## src/rtl/sr_drive_pkg.sv

```systemverilog
// Shared types and defaults for the SR latch drive controller.
package sr_drive_pkg;

  typedef enum logic [1:0] {
    IDLE  = 2'd0,
    PULSE = 2'd1,
    GAP   = 2'd2,
    FIN   = 2'd3
  } drive_state_e;

  localparam int unsigned PULSE_W_DEF = 32'd2;
  localparam int unsigned GAP_W_DEF   = 32'd1;
  localparam int unsigned CNT_W_DEF   = 32'd8;

endpackage

```

## src/rtl/sr_drive_ctrl_if.sv

```systemverilog
// Level-request handshake between control logic and the SR drive controller.
interface sr_drive_ctrl_if;
  logic req_valid;
  logic req_level;
  logic req_ready;

  modport master (output req_valid, output req_level, input req_ready);
  modport slave  (input req_valid, input req_level, output req_ready);
endinterface

```

## src/rtl/sr_drive_ctrl_chk.sv

```systemverilog
// Safety properties of the SR drive outputs.
module sr_drive_ctrl_chk (
  input logic clk,
  input logic rst,
  input logic s,
  input logic r,
  input logic busy,
  input logic req_ready
);

  a_no_forbidden: assert property (@(posedge clk) !(s && r));
  a_ready_busy:   assert property (@(posedge clk) disable iff (rst) busy == !req_ready);

endmodule

```

## src/rtl/sr_pulse_timer.sv

```systemverilog
// Loadable down-counter that stops at zero; shared by pulse and gap phases.
module sr_pulse_timer #(
  parameter int unsigned CNT_W = 32'd8
) (
  input  logic             clk,
  input  logic             rst,
  input  logic             load,
  input  logic [CNT_W-1:0] load_val,
  output logic             zero
);

  localparam logic [CNT_W-1:0] CNT_ZERO = {CNT_W{1'b0}};
  localparam logic [CNT_W-1:0] CNT_ONE  = {{(CNT_W-1){1'b0}}, 1'b1};

  logic [CNT_W-1:0] cnt_r;

  // Counter register: load has priority, otherwise saturating decrement.
  always_ff @(posedge clk) begin
    if (rst) begin
      cnt_r <= CNT_ZERO;
    end else if (load) begin
      cnt_r <= load_val;
    end else if (cnt_r != CNT_ZERO) begin
      cnt_r <= cnt_r - CNT_ONE;
    end else begin
      cnt_r <= cnt_r;
    end
  end

  assign zero = (cnt_r == CNT_ZERO);

endmodule

```

## src/rtl/sr_drive_ctrl.sv

```systemverilog
// SR latch set/reset pulse driver with mandatory idle gap.
// Optional feedback compare enabled by SR_DRIVE_FEEDBACK_CHECK_EN.
module sr_drive_ctrl
  import sr_drive_pkg::*;
#(
  parameter int unsigned PULSE_W = PULSE_W_DEF,
  parameter int unsigned GAP_W   = GAP_W_DEF,
  parameter int unsigned CNT_W   = CNT_W_DEF
) (
  input  logic            clk,
  input  logic            rst,
  sr_drive_ctrl_if.slave  req,
  output logic            s,
  output logic            r,
  output logic            done,
  output logic            busy,
  output logic            level_q,
  output logic            known_q
`ifdef SR_DRIVE_FEEDBACK_CHECK_EN
  ,
  input  logic            q_fb,
  output logic            fb_err
`endif
);

  localparam bit               HAS_GAP  = (GAP_W > 32'd0);
  localparam int unsigned      GAP_LD_I = HAS_GAP ? (GAP_W - 32'd1) : 32'd0;
  localparam logic [CNT_W-1:0] PULSE_LD = CNT_W'(PULSE_W - 32'd1);
  localparam logic [CNT_W-1:0] GAP_LD   = CNT_W'(GAP_LD_I);

  drive_state_e     state_r;
  logic             lvl_r;
  logic             s_r;
  logic             r_r;
  logic             done_r;
  logic             busy_r;
  logic             ready_r;
  logic             level_r;
  logic             known_r;
  logic             skip_s;
  logic             load_s;
  logic [CNT_W-1:0] load_val_s;
  logic             zero_s;

  // A repeat of the known latch level needs no pulse.
  assign skip_s = known_r && (req.req_level == level_r);

  // Timer load control for entering PULSE and GAP.
  always_comb begin
    load_s     = 1'b0;
    load_val_s = PULSE_LD;
    case (state_r)
      IDLE: begin
        if (req.req_valid && !skip_s) begin
          load_s     = 1'b1;
          load_val_s = PULSE_LD;
        end else begin
          load_s     = 1'b0;
        end
      end
      PULSE: begin
        if (zero_s && HAS_GAP) begin
          load_s     = 1'b1;
          load_val_s = GAP_LD;
        end else begin
          load_s     = 1'b0;
        end
      end
      default: begin
        load_s     = 1'b0;
        load_val_s = PULSE_LD;
      end
    endcase
  end

  sr_pulse_timer #(.CNT_W(CNT_W)) u_timer (
    .clk      (clk),
    .rst      (rst),
    .load     (load_s),
    .load_val (load_val_s),
    .zero     (zero_s)
  );

  // Control FSM with registered drive and status outputs.
  always_ff @(posedge clk) begin
    if (rst) begin
      state_r <= IDLE;
      lvl_r   <= 1'b0;
      s_r     <= 1'b0;
      r_r     <= 1'b0;
      done_r  <= 1'b0;
      busy_r  <= 1'b0;
      ready_r <= 1'b1;
      level_r <= 1'b0;
      known_r <= 1'b0;
    end else begin
      case (state_r)
        IDLE: begin
          if (req.req_valid && skip_s) begin
            done_r <= 1'b1;
          end else if (req.req_valid) begin
            state_r <= PULSE;
            lvl_r   <= req.req_level;
            s_r     <= req.req_level;
            r_r     <= ~req.req_level;
            busy_r  <= 1'b1;
            ready_r <= 1'b0;
            done_r  <= 1'b0;
          end else begin
            done_r  <= 1'b0;
          end
        end
        PULSE: begin
          if (zero_s) begin
            level_r <= lvl_r;
            known_r <= 1'b1;
            s_r     <= 1'b0;
            r_r     <= 1'b0;
            if (HAS_GAP) begin
              state_r <= GAP;
            end else begin
              state_r <= FIN;
              done_r  <= 1'b1;
            end
          end
        end
        GAP: begin
          if (zero_s) begin
            state_r <= FIN;
            done_r  <= 1'b1;
          end
        end
        FIN: begin
          state_r <= IDLE;
          done_r  <= 1'b0;
          busy_r  <= 1'b0;
          ready_r <= 1'b1;
        end
        default: begin
          state_r <= IDLE;
          s_r     <= 1'b0;
          r_r     <= 1'b0;
          done_r  <= 1'b0;
          busy_r  <= 1'b0;
          ready_r <= 1'b1;
        end
      endcase
    end
  end

`ifdef SR_DRIVE_FEEDBACK_CHECK_EN
  logic fb_err_r;
  logic fin_next_s;

  // Compare on entry to FIN so the flag is already visible during FIN.
  assign fin_next_s = zero_s && ((state_r == GAP) || ((state_r == PULSE) && !HAS_GAP));

  // Sticky feedback mismatch flag, cleared only by reset.
  always_ff @(posedge clk) begin
    if (rst) begin
      fb_err_r <= 1'b0;
    end else if ((fin_next_s || (state_r == FIN)) && (q_fb != lvl_r)) begin
      fb_err_r <= 1'b1;
    end else begin
      fb_err_r <= fb_err_r;
    end
  end

  assign fb_err = fb_err_r;
`endif

  assign s             = s_r;
  assign r             = r_r;
  assign done          = done_r;
  assign busy          = busy_r;
  assign level_q       = level_r;
  assign known_q       = known_r;
  assign req.req_ready = ready_r;

  sr_drive_ctrl_chk u_chk (
    .clk       (clk),
    .rst       (rst),
    .s         (s_r),
    .r         (r_r),
    .busy      (busy_r),
    .req_ready (ready_r)
  );

endmodule

```

## src/flat_wrapper.sv

```systemverilog
// flat-port wrapper written by rule: the top's interface ports become plain ports
module sr_drive_ctrl_flat import sr_drive_pkg::*;
#(
  parameter int unsigned PULSE_W = PULSE_W_DEF,
  parameter int unsigned GAP_W   = GAP_W_DEF,
  parameter int unsigned CNT_W   = CNT_W_DEF
)
  (clk, rst, s, r, done, busy, level_q, known_q, req_req_valid, req_req_level, req_req_ready);
  sr_drive_ctrl_if req_i ();
  input  logic clk;
  input  logic rst;
  output logic s;
  output logic r;
  output logic done;
  output logic busy;
  output logic level_q;
  output logic known_q;
  input wire logic [$bits(req_i.req_valid)-1:0] req_req_valid;
  input wire logic [$bits(req_i.req_level)-1:0] req_req_level;
  output wire logic [$bits(req_i.req_ready)-1:0] req_req_ready;
  assign req_i.req_valid = req_req_valid;
  assign req_i.req_level = req_req_level;
  assign req_req_ready = req_i.req_ready;
  sr_drive_ctrl #(.PULSE_W(PULSE_W), .GAP_W(GAP_W), .CNT_W(CNT_W)) u_core (.clk(clk), .rst(rst), .req(req_i), .s(s), .r(r), .done(done), .busy(busy), .level_q(level_q), .known_q(known_q));
endmodule
```

## config.mk

```make
export PLATFORM = sky130hd
export DESIGN_NAME = sr_drive_ctrl_flat
export DESIGN_NICKNAME = d
export VERILOG_FILES = /design/src/rtl/sr_drive_pkg.sv /design/src/rtl/sr_drive_ctrl_if.sv /design/src/rtl/sr_drive_ctrl_chk.sv /design/src/rtl/sr_pulse_timer.sv /design/src/rtl/sr_drive_ctrl.sv /design/src/flat_wrapper.sv
export SDC_FILE = /design/constraint.sdc
export NUM_CORES = 1
export LEC_CHECK = 0
export CORE_ASPECT_RATIO = 0.9
export CORE_MARGIN = 4
export CORE_UTILIZATION = 35
export CTS_BUF_LIST = sky130_fd_sc_hd__clkbuf_8
export DETAILED_ROUTE_END_ITERATION = 8
export SYNTH_ARGS = -nofsm -noshare
export SYNTH_HDL_FRONTEND = slang
export SYNTH_HIERARCHICAL = 1
export SYNTH_SLANG_ARGS = --single-unit
```

## constraint.sdc

```tcl
create_clock -name clk -period 4.4 [get_ports clk]
set_clock_uncertainty 0.05 [all_clocks]
set_input_delay 1.1 -clock clk [delete_from_list [all_inputs] [get_ports clk]]
set_output_delay 1.1 -clock clk [all_outputs]
set_load 0.01 [all_outputs]
```

=== Word level (Yosys, flattened, before mapping) ===
Cells that the tools add are included.

* Bits in registers: 18
* Input port bits: 4
* Output and inout port bits: 7
* Word-level logic and storage cells: 66

* Add/subtract/negate cells: 1
* Equality and inequality tests: 8
* Mux-type cells: 28
* Bitwise logic cells: 3
* Reduce and logical (&&, ||, !) cells: 16

{| class="wikitable"
|+ Operators by type and width
! operator !! number
|-
| 8-bit 2-to-1 mux || 3
|-
| 1-bit 2-to-1 mux || 14
|-
| 1-bit case mux with 2 select lines || 5
|-
| 8-bit logical NOT || 1
|-
| 2-bit 2-to-1 mux || 4
|-
| 2-bit inequality test (second input constant) || 4
|-
| 2-bit case mux with 4 select lines || 1
|-
| 4-bit AND reduction || 2
|-
| 8-bit nonzero test || 1
|-
| 8-bit by 1-bit subtractor with 8-bit output (second input constant) || 1
|-
| 3-bit AND reduction || 2
|-
| 2-bit nonzero test || 3
|-
| 2-bit equality test (second input constant) || 2
|-
| 2-bit AND reduction || 2
|-
| 1-bit logical AND || 3
|-
| 1-bit NOT || 3
|-
| 1-bit case mux with 3 select lines || 1
|-
| 2-bit by 1-bit equality test with 1-bit output (second input constant) || 1
|-
| 2-bit logical NOT || 1
|-
| 1-bit equality test || 1
|-
| 1-bit logical NOT || 1
|}

=== Depth between registers and ports, before layout ===
* Depth after elaboration: 7
* Mapped depth: 10

=== Modules after synthesis ===
The synthesis kept the hierarchy.

{| class="wikitable"
|+ Modules (own cells, without submodules)
! module !! times used !! cells an instance !! area an instance (µm²) !! seq. area each (µm²)
|-
| sr_drive_ctrl || 1 || 65 || 529.3 || 200.2
|-
| sr_pulse_timer || 1 || 53 || 475.5 || 160.2
|}

=== Least setup slack after synthesis ===
Ideal clock, no wire load.

* Kind: in2reg
* Start: in req_req_level
* End: reg u_core.u_timer.cnt_r[0]
* Setup time: 73 ps
* Arrival time: 2,185 ps
* Slack: 2,092 ps
* Stages: 5
* Path through: xnor2_1 -> a21o_1 -> nand2_1 -> or4_4 -> o211ai_2

* Longest elaborated chain between the ends: 7
* Elaborated cells between the ends (all ways): 8
* Those cells by class: eq/ne (1); mux (3); reduce/logical (4)

{| class="wikitable"
|+ Ends and longest elaborated chain
! element !! RTL line !! RTL
|-
| start: declaration || flat_wrapper.sv:19 || <nowiki>input wire logic [$bits(req_i.req_level)-1:0] req_req_level;</nowiki>
|-
| 1-bit equality test * || sr_drive_ctrl.sv:46 || <nowiki>assign skip_s = known_r && (req.req_level == level_r);</nowiki>
|-
| 1-bit logical AND * || sr_drive_ctrl.sv:46 ||
|-
| 1-bit logical NOT * || sr_drive_ctrl.sv:54 || <nowiki>if (req.req_valid && !skip_s) begin</nowiki>
|-
| 1-bit logical AND * || sr_drive_ctrl.sv:54 ||
|-
| 1-bit 2-to-1 mux * || sr_drive_ctrl.sv:54 ||
|-
| 1-bit case mux with 2 select lines * || sr_drive_ctrl.sv:52 || <nowiki>case (state_r)</nowiki>
|-
| via u_core.load_s || sr_drive_ctrl.sv:41 || <nowiki>logic load_s;</nowiki>
|-
| 8-bit 2-to-1 mux / 2-bit nonzero test (equally long branches) || - ||
|-
| end signal: assignment || sr_pulse_timer.sv:22 || <nowiki>cnt_r <= load_val;</nowiki>
|-
| end signal: assignment || sr_pulse_timer.sv:24 || <nowiki>cnt_r <= cnt_r - CNT_ONE;</nowiki>
|-
| end signal: assignment || sr_pulse_timer.sv:26 || <nowiki>cnt_r <= cnt_r;</nowiki>
|-
| end: declaration || sr_pulse_timer.sv:15 || <nowiki>logic [CNT_W-1:0] cnt_r;</nowiki>
|}

Mark *: on every way through the listed nets, which the timed path passes. The rest lies on a longest branch.
A chain may end at the register's enable or synchronous reset.

=== Final worst setup path ===
* Start: in req_req_level
* End: reg u_core.u_timer.cnt_r[3]

The elaborated chain is that of the path after synthesis.

==> flow_summary.ini <==
[run_status]
status = finished clean

[global_route]
antenna_found_initial = 0
grt_pass1_wl_mm = 3.47
gr-total-overflow = 0
grt_pass1_vias = 788
track_usage = 0.116
grt_max_degree = 24

[route]
wirelength_mm = 1.96
dr.pass1.iters = 4
routed-via-count = 813
post-route-drc-count = 0
antenna_left = 0
viasPerCell = 4.73
wl_per_cell_um = 11.4
drt-initial-drc-count = 50

[clocking]
cts.clk_slew.worst_paths_ps = 70
cts_root_buf = clkbuf_8
h-tree-depth = 1
cts_max_path_buffers = 2
clk_latency_ps = 250
cts_tree = done
cts_made_buffers = 3
clkSinkCount = 18
cts-resized-gates = 0
cts_setup_buffers = 0
cts_hold_buf = 0

[pwr]
power_density_mw_per_mm2 = 690
ir_worst_vdd_v = 0.000187
switching_share = 0.407
power_frac_seq = 0.342
p_leak_nw = 0.462
p_clk_frac = 0.137
p_comb_frac = 0.521
p_int_mw = 0.488
p_sw_mw = 0.334

[yosys]
synth_adder_area_share = 0.0623
synth_top_family_by_area = simple AND/OR/NAND/NOR gates
yosysSeqAreaShare = 0.359
synth_area_mm2 = 0.00100
postSynthAreaPerCell_um2 = 8.51
ys_seq_elements = 18
ys_warn_count = 6
synthDistinctLibCells = 36
yosysMostFrequentCell = dfxtp_1
synth_compound_gate_area_share = 0.198
synth_common_cells = dfxtp_1 (18), nand2_1 (14), nor2_1 (10)
synth_top_flop_cell = dfxtp_1
synth-xor-area-share = 0.0523
synth_area_leaders = dfxtp_1 (36%), ha_1 (6.2%), nand2_1 (5.2%)
synth_simple_gate_area_frac = 0.243
postSynth.asyncResetShare = 0
synthCells = 118
synthMuxAreaShare = 0.0299
synth_edf_count = 0
synth.largest_area_cell = dfxtp_1
synth.top_cell.area_share = 0.359

[cells_and_area]
multi_input_area_um2 = 614
seq_area_um2 = 360
finalNetCount = 143
drive_gt1_frac = 0.0606
nFillCells = 287
diodes = 0
syn_to_final_growth_pct = 18.7
fin_util = 0.434

[sta]
rsz0062_at_grt = no
worstMarginPinSlew_ps = 798
fmax_ghz = 0.332
setup_viol = 0
layout_setup_ws_ps = 1380
finalMaxSlewViolations = 0
finalCritPeriodShare = 0.685
tns_ps = 0
slew_headroom = 0.466
min_period_ps = 3020
hold_viol = 0

[critical_path]
cp_num_buf_inv = 1
timing.rr.end = u_core/u_timer/cnt_r[3]
critPathKind = primary input to flop
rrSetupSlack_ps = 2020
crit_required_ps = 4510
start_kind = primary input
arrival_ps = 3120
path_cells = clkdlybuf4s50_1 -> xnor2_1 -> a21o_1 -> nand2_1 -> or2_2 -> o32ai_1
crit_path_top_delay_cell = clkdlybuf4s50_1
r2r_start = u_core/u_timer/cnt_r[0]
end_kind = flop
crit_family = simple AND/OR/NAND/NOR gates
crit_fanout = 14
cp_slowest_stage_delay_ps = 500
worstRegToRegCells = 7

[hold_path]
hold-path-cell-count = 2
worstHoldStart = u_core/s
worstHoldPathType = flop to flop
holdPathEnd = u_core/s

[place]
pre_cts_slack_ps = 1140
hpwl_mm = 1.41
portBuffers = 10
gp_congestion = 0.764

[floorplanning]
die_y_um = 58.8
rows = 18
die_area_mm2 = 0.00379
num_io_pins = 11
fp.coreArea_mm2 = 0.00275
die_x_um = 64.5
initial_core_util = 0.366

[flow_run]
drv_cap = 0
## cells in the final DEF (no fill, tap or decap), types with 2 or more instances in the layout
| cell type | Yosys | final |
|---|---|---|
| xor2_1 | 2 | 2 |
| nand2b_1 | 4 | 4 |
| mux2i_1 | 3 | 3 |
| inv_1 | 7 | 7 |
| clkbuf_8 | 0 | 3 |
| nand3_1 | 3 | 3 |
| clkdlybuf4s50_1 | 0 | 10 |
| nor2b_1 | 2 | 2 |
| o21ai_0 | 3 | 3 |
| a21oi_1 | 7 | 7 |
| xnor2_1 | 4 | 4 |
| nand2_1 | 14 | 14 |
| dfxtp_1 | 18 | 18 |
| nor3_1 | 5 | 5 |
| o32ai_1 | 4 | 4 |
| ha_1 | 5 | 5 |
| nor2_1 | 10 | 10 |
| conb_1 | 1 | 7 |
| a211oi_1 | 4 | 4 |
## worst min-delay path: stages (launching register included)
cell      delay [ps]
dfxtp_1          310
nand2b_1          70
o21ai_0           60
## area by class of cell
| type | instances | area share |
|---|---|---|
| multi-input cells | 94 | 0.515 |
| flip-flops and latches | 18 | 0.302 |
| repair buffers | 10 | 0.0839 |
| well taps | 40 | 0.0420 |
| clock buffers | 3 | 0.0346 |
| inverters | 7 | 0.0220 |
## sequential cells by signal, summed over array words and instances (netlist names)
name,flops
u_core/r,1
u_core/s,1
u_core/lvl_r,1
u_core/done,1
u_core/known_q,1
u_core/state_r,2
u_core/req.req_ready,1
u_core/busy,1
u_core/level_q,1
u_core/u_timer/cnt_r,8
## how the worst max path moves through the flow
stage,from,to,cells past startpoint
finish,req_req_level,u_core/u_timer/cnt_r[3],6
global route,req_req_level,u_core/u_timer/cnt_r[4],6
CTS,req_req_level,u_core/u_timer/cnt_r[3],6
detailed placement,req_req_level,u_core/u_timer/cnt_r[3],6
global placement,req_req_level,u_core/u_timer/cnt_r[3],6
floorplan,req_req_level,u_core/u_timer/cnt_r[0],5
## power by group through the flow
stage	Sequential (mW)	Clock, mW	Combinational, mW
2_1_floorplan	0.282	0	0.335
3_3_place_gp	0.283	0	0.423
3_5_place_dp	0.286	0	0.426
4_1_cts	0.282	0.118	0.429
5_1_grt	0.293	0.125	0.484
6_report	0.281	0.113	0.428
## metrics by stage
stage | std cells | total power, mW | hold slack (ps) | area [µm²]
floorplan | 124 | 0.617 | 393 | 1030
global placement | 169 | 0.706 | 411 | 1150
detailed placement | 169 | 0.712 | 425 | 1150
CTS | 172 | 0.829 | 433 | 1190
global route | 172 | 0.902 | 469 | 1190
finish | 172 | 0.822 | 432 | 1190
## layer usage
metal	part of all wire	track usage	vias up
li1	-	-	438
met5	0	0	-
met4	0.025	0.0633	0
met1	0.52	0.157	362
met2	0.43	0.176	9
met3	0.020	0.0191	4
## cells by family (layout without fill, tap and decap cells)
| family | count (synthesis) | in the layout |
|---|---|---|
| other | 1 | 7 |
| xor gates and xnor gates | 6 | 6 |
| adders and majority gates | 5 | 5 |
| DFF | 18 | 18 |
| AOI/OAI and AO/OA | 28 | 28 |
| and+or+nand+nor | 45 | 45 |
| buffers and inverters | 12 | 20 |
| muxes | 3 | 3 |
No activity file was read; power rests on OpenSTA's default activity.
==> RTL change 1, RTL diff (same settings) <==
Change the package constant `CNT_W_DEF` from 32'd8 to 32'd9.
--- a/src/rtl/sr_drive_pkg.sv
+++ b/src/rtl/sr_drive_pkg.sv
@@ -10,7 +10,7 @@
 
   localparam int unsigned PULSE_W_DEF = 32'd2;
   localparam int unsigned GAP_W_DEF   = 32'd1;
-  localparam int unsigned CNT_W_DEF   = 32'd8;
+  localparam int unsigned CNT_W_DEF   = 32'd9;
 
 endpackage
 
Formal check against the unedited RTL: same outputs for any inputs over 10 cycles, from zero or initial values and one cycle with rst high; that may be too few to reach the edited logic, so the function may still have changed.
==> RTL change 1 against the unedited design <==
Utilization grew 0.96 points; wire length grew 4.6%; total power grew 2.1%; setup slack gained 0.043 ns; die area grew 3.4%; sequential cell count grew 1; hold slack lost 0.016 ns; area after synthesis grew 3.9%; design area grew 3.9%.
==> RTL change 1: results (changes against the unedited design) <==
met2 GRT Util=19.2% (+1.5 points); largest net degree at the start of global routing=23 (-4.2%); post-DP HPWL=1510 µm (+7.3%); leading post-synthesis cells by cell area=dfxtp_1 (36%), ha_1 (6.0%), nand2_1 (5.0%); status=finished clean; first-pass GRT wire length=3650 µm (+5.2%); met3 GRT Util=4.70% (+2.8 points); met2 wire length=964 µm (+14%); cell area after placement=0.00119 mm² (+3.7%); share of the yosys chip area belonging to registers=36.5% (+0.59 points); Endpoint, Worst Hold=u_core/level_q; Final WS setup=1.43 ns (+0.0426 ns); Clk pwr share=14.1% (+0.4 points); largest registers=u_core/u_timer/cnt_r (9), u_core/state_r (2); via count=904 (+11%); hold path startpoint=u_core/lvl_r; Critical Path Max Stage Delay=0.56 ns (+0.06 ns); share of cells above drive strength 1=4.90% (-1.2 points); Post-synth top cells=dfxtp_1 (19), nand2_1 (14), nor2_1 (14); vias in the first global route=841 (+6.7%); wl on met1=1000 µm (-2.1%); Post-Synth Adder-Cell Area=6.00% (-0.23 points); post-synthesis mux area share=4.92% (+1.9 points); DR WL met3=79 µm (+100%); switching power=0.339 mW (+1.4%); gr usage total=11.8% (+0.20 points); maximum vdd drop=306 µV (+64%); DP Worst Slack=1.31 ns (+0.175 ns); Final Net Count=153 (+7.0%)
-- RTL change 1: cell types whose count changed after synthesis, sizes merged, moves of 2 or more --
cell | unedited run | this run
o32ai | 4 | 0
xnor2 | 4 | 1
nor2 | 10 | 14
o21ai | 3 | 5
xor2 | 2 | 4
or4b | 0 | 2
a22o | 0 | 2
-- RTL change 1: area by class of cell --
type | instances | area (µm²)
fillers | 290 | 1550
multi-input cells | 103 | 637
flip-flops and latches | 19 | 380
repair buffers | 10 | 100
well taps | 40 | 50.0
clock buffers | 3 | 41.3
inverters | 7 | 26.3
clock inverters | 1 | 3.75
-- RTL change 1: kinds of logic (layout without fill, tap and decap cells) --
kind of cell / count (synthesis) / count (layout)
simple gates: 51 / 51
buf+inv: 12 / 21
other cells: 1 / 8
mux: 5 / 5
compound gates: 29 / 29
fa+ha+maj: 5 / 5
flops: 19 / 19
xor+xnor: 5 / 5
==> RTL change 2, RTL diff (same flow settings) <==
Without the edit above. Register the output `level_q` once more, cleared by the reset; this adds one clock of latency there. The other outputs are not delayed to match.
--- a/src/rtl/sr_drive_ctrl.sv
+++ b/src/rtl/sr_drive_ctrl.sv
@@ -173,7 +173,13 @@
   assign r             = r_r;
   assign done          = done_r;
   assign busy          = busy_r;
-  assign level_q       = level_r;
+  always_ff @(posedge clk) begin
+    if (rst) begin
+      level_q <= '0;
+    end else begin
+      level_q <= level_r;
+    end
+  end
   assign known_q       = known_r;
   assign req.req_ready = ready_r;
 
Function: changed (a bounded check fails within 4 cycles, from zero or initial values and one cycle with rst high).
==> RTL change 2 against the unedited design <==
Design area rose by 9.0%; sequential cell count rose by 1; area after synthesis rose by 11%; sequential power rose by 7.8%; count of clock-buffer cells in the layout did not move; total power rose by 14%; critical path type unchanged; setup slack improved by 0.058 ns; largest power group unchanged; sequential share of layout area fell by 0.96 points; wire length rose by 8.7%; combinational power rose by 20%; critical path depth did not move; largest cell class unchanged.
==> RTL change 2: results (changes against the unedited design) <==
R2R cell count=6 (-1); drt first-iter violations=65 (+30%); Compound-Gate Fraction of Synth Area=19.8% (about the same); Leak Pwr=0.494 nW (+6.8%); xor and xnor area share after synthesis=5.40% (+0.17 points); share of the yosys chip area belonging to registers=34.2% (-1.7 points); Endpoint, Worst Hold=u_core/lvl_r; met2 GRT Util=19.6% (+2.0 points); Total Routed Length=2130 µm (+8.7%); met3 GRT Util=2.92% (+1.0 points); gr usage total=11.4% (-0.21 points); Critical Path Max Stage Delay=0.53 ns (+0.03 ns); Final Net Count=147 (+2.8%); first-pass GRT wire length=3580 µm (+3.2%); Post-Synth Adder-Cell Area=5.62% (-0.60 points); Tightest Pin Transition=0.754 ns (-0.0441 ns); share of cells above drive strength 1=10.9% (+4.9 points); Fill cells=317 (+10%); DR vias/cell=5.06 (+7.1%); largest net degree at the start of global routing=22 (-8.3%); status=finished clean; count of different cell masters after synthesis=41 (+14%); reg-to-reg slack, setup=2.10 ns (+0.08 ns); gp weighted congestion=0.848 (+11%); met1 Use GR=13.7% (-2.0 points); hold path startpoint=u_core/lvl_r; Post-synth top cells=dfxtp_1 (19), nand2_1 (17), inv_1 (9); DP Worst Slack=1.23 ns (+0.0915 ns)
==> RTL change 2: cell types whose count changed after synthesis, sizes merged, moves of 2 or more <==
cell and delta:
a21oi -2, inv +2, o211ai +2, nor2b +3, o21ai -2, mux2 +2, nand2 +3, nand2b -3
nor2 -4
==> RTL change 2: logic make-up (layout without fill, tap and decap cells) <==
kind of cell / count (synthesis) / count (layout)
AND/OR/NAND/NOR: 45 / 45
AO/OA/AOI/OAI: 26 / 26
flip-flops: 19 / 19
buffers and inverters: 14 / 23
XOR/XNOR: 6 / 6
multiplexers: 6 / 6
adder cells (fa/ha/maj): 5 / 5
other: 1 / 7
==> RTL change 2: layer usage <==
metal / wire length [µm] / vias up
met1: 1020 / 422
met5: 0 / -
met4: 17 / 0
li1: - / 457
met2: 970 / 25
met3: 117 / 2
==> RTL change 2: final cells by class <==
class	instances	area, µm²	share of cell area, %
Multi-Input combinational cell	95	687	52.8
Tap cell	42	52.6	4.04
Timing Repair Buffer	10	100	7.70
Inverter	9	33.8	2.60
Sequential cell	19	380	29.3
Clock buffer	3	41.3	3.18
Clock inverter	1	5.00	0.385
==> RTL change 2: power breakdown <==
group | switching [mW] | internal [mW]
clock network | 0.0587 | 0.0628
logic | 0.257 | 0.258
registers | 0.0630 | 0.240
==> RTL change 2: through the flow <==
step                std cells  hold WS, ns  area [µm²]
finish                    179        0.418        1300
global placement          175        0.397        1250
detailed placement        175        0.409        1250
global route              179        0.442        1300
CTS                       179        0.421        1300
floorplan                 128        0.385        1130
==> RTL change 2: worst register-to-register path, stage by stage (launching register included) <==
cell      delay (ns)
dfxtp_1         0.40
inv_1           0.08
ha_1            0.27
and4bb_1        0.40
a21o_2          0.37
or2_2           0.36
o32ai_1         0.27
==> RTL change 2: worst max-delay path by stage <==
stage / from / endpoint / slack (ns) / cells after the start
detailed placement: req_req_level / u_core/u_timer/cnt_r[3] / 1.23 / 6
floorplan: req_req_level / u_core/u_timer/cnt_r[0] / 2.05 / 5
finish: req_req_level / u_core/u_timer/cnt_r[3] / 1.44 / 6
CTS: req_req_level / u_core/u_timer/cnt_r[3] / 1.48 / 6
global placement: req_req_level / u_core/u_timer/cnt_r[5] / 1.28 / 6
global route: req_req_level / u_core/u_timer/cnt_r[3] / 1.36 / 6
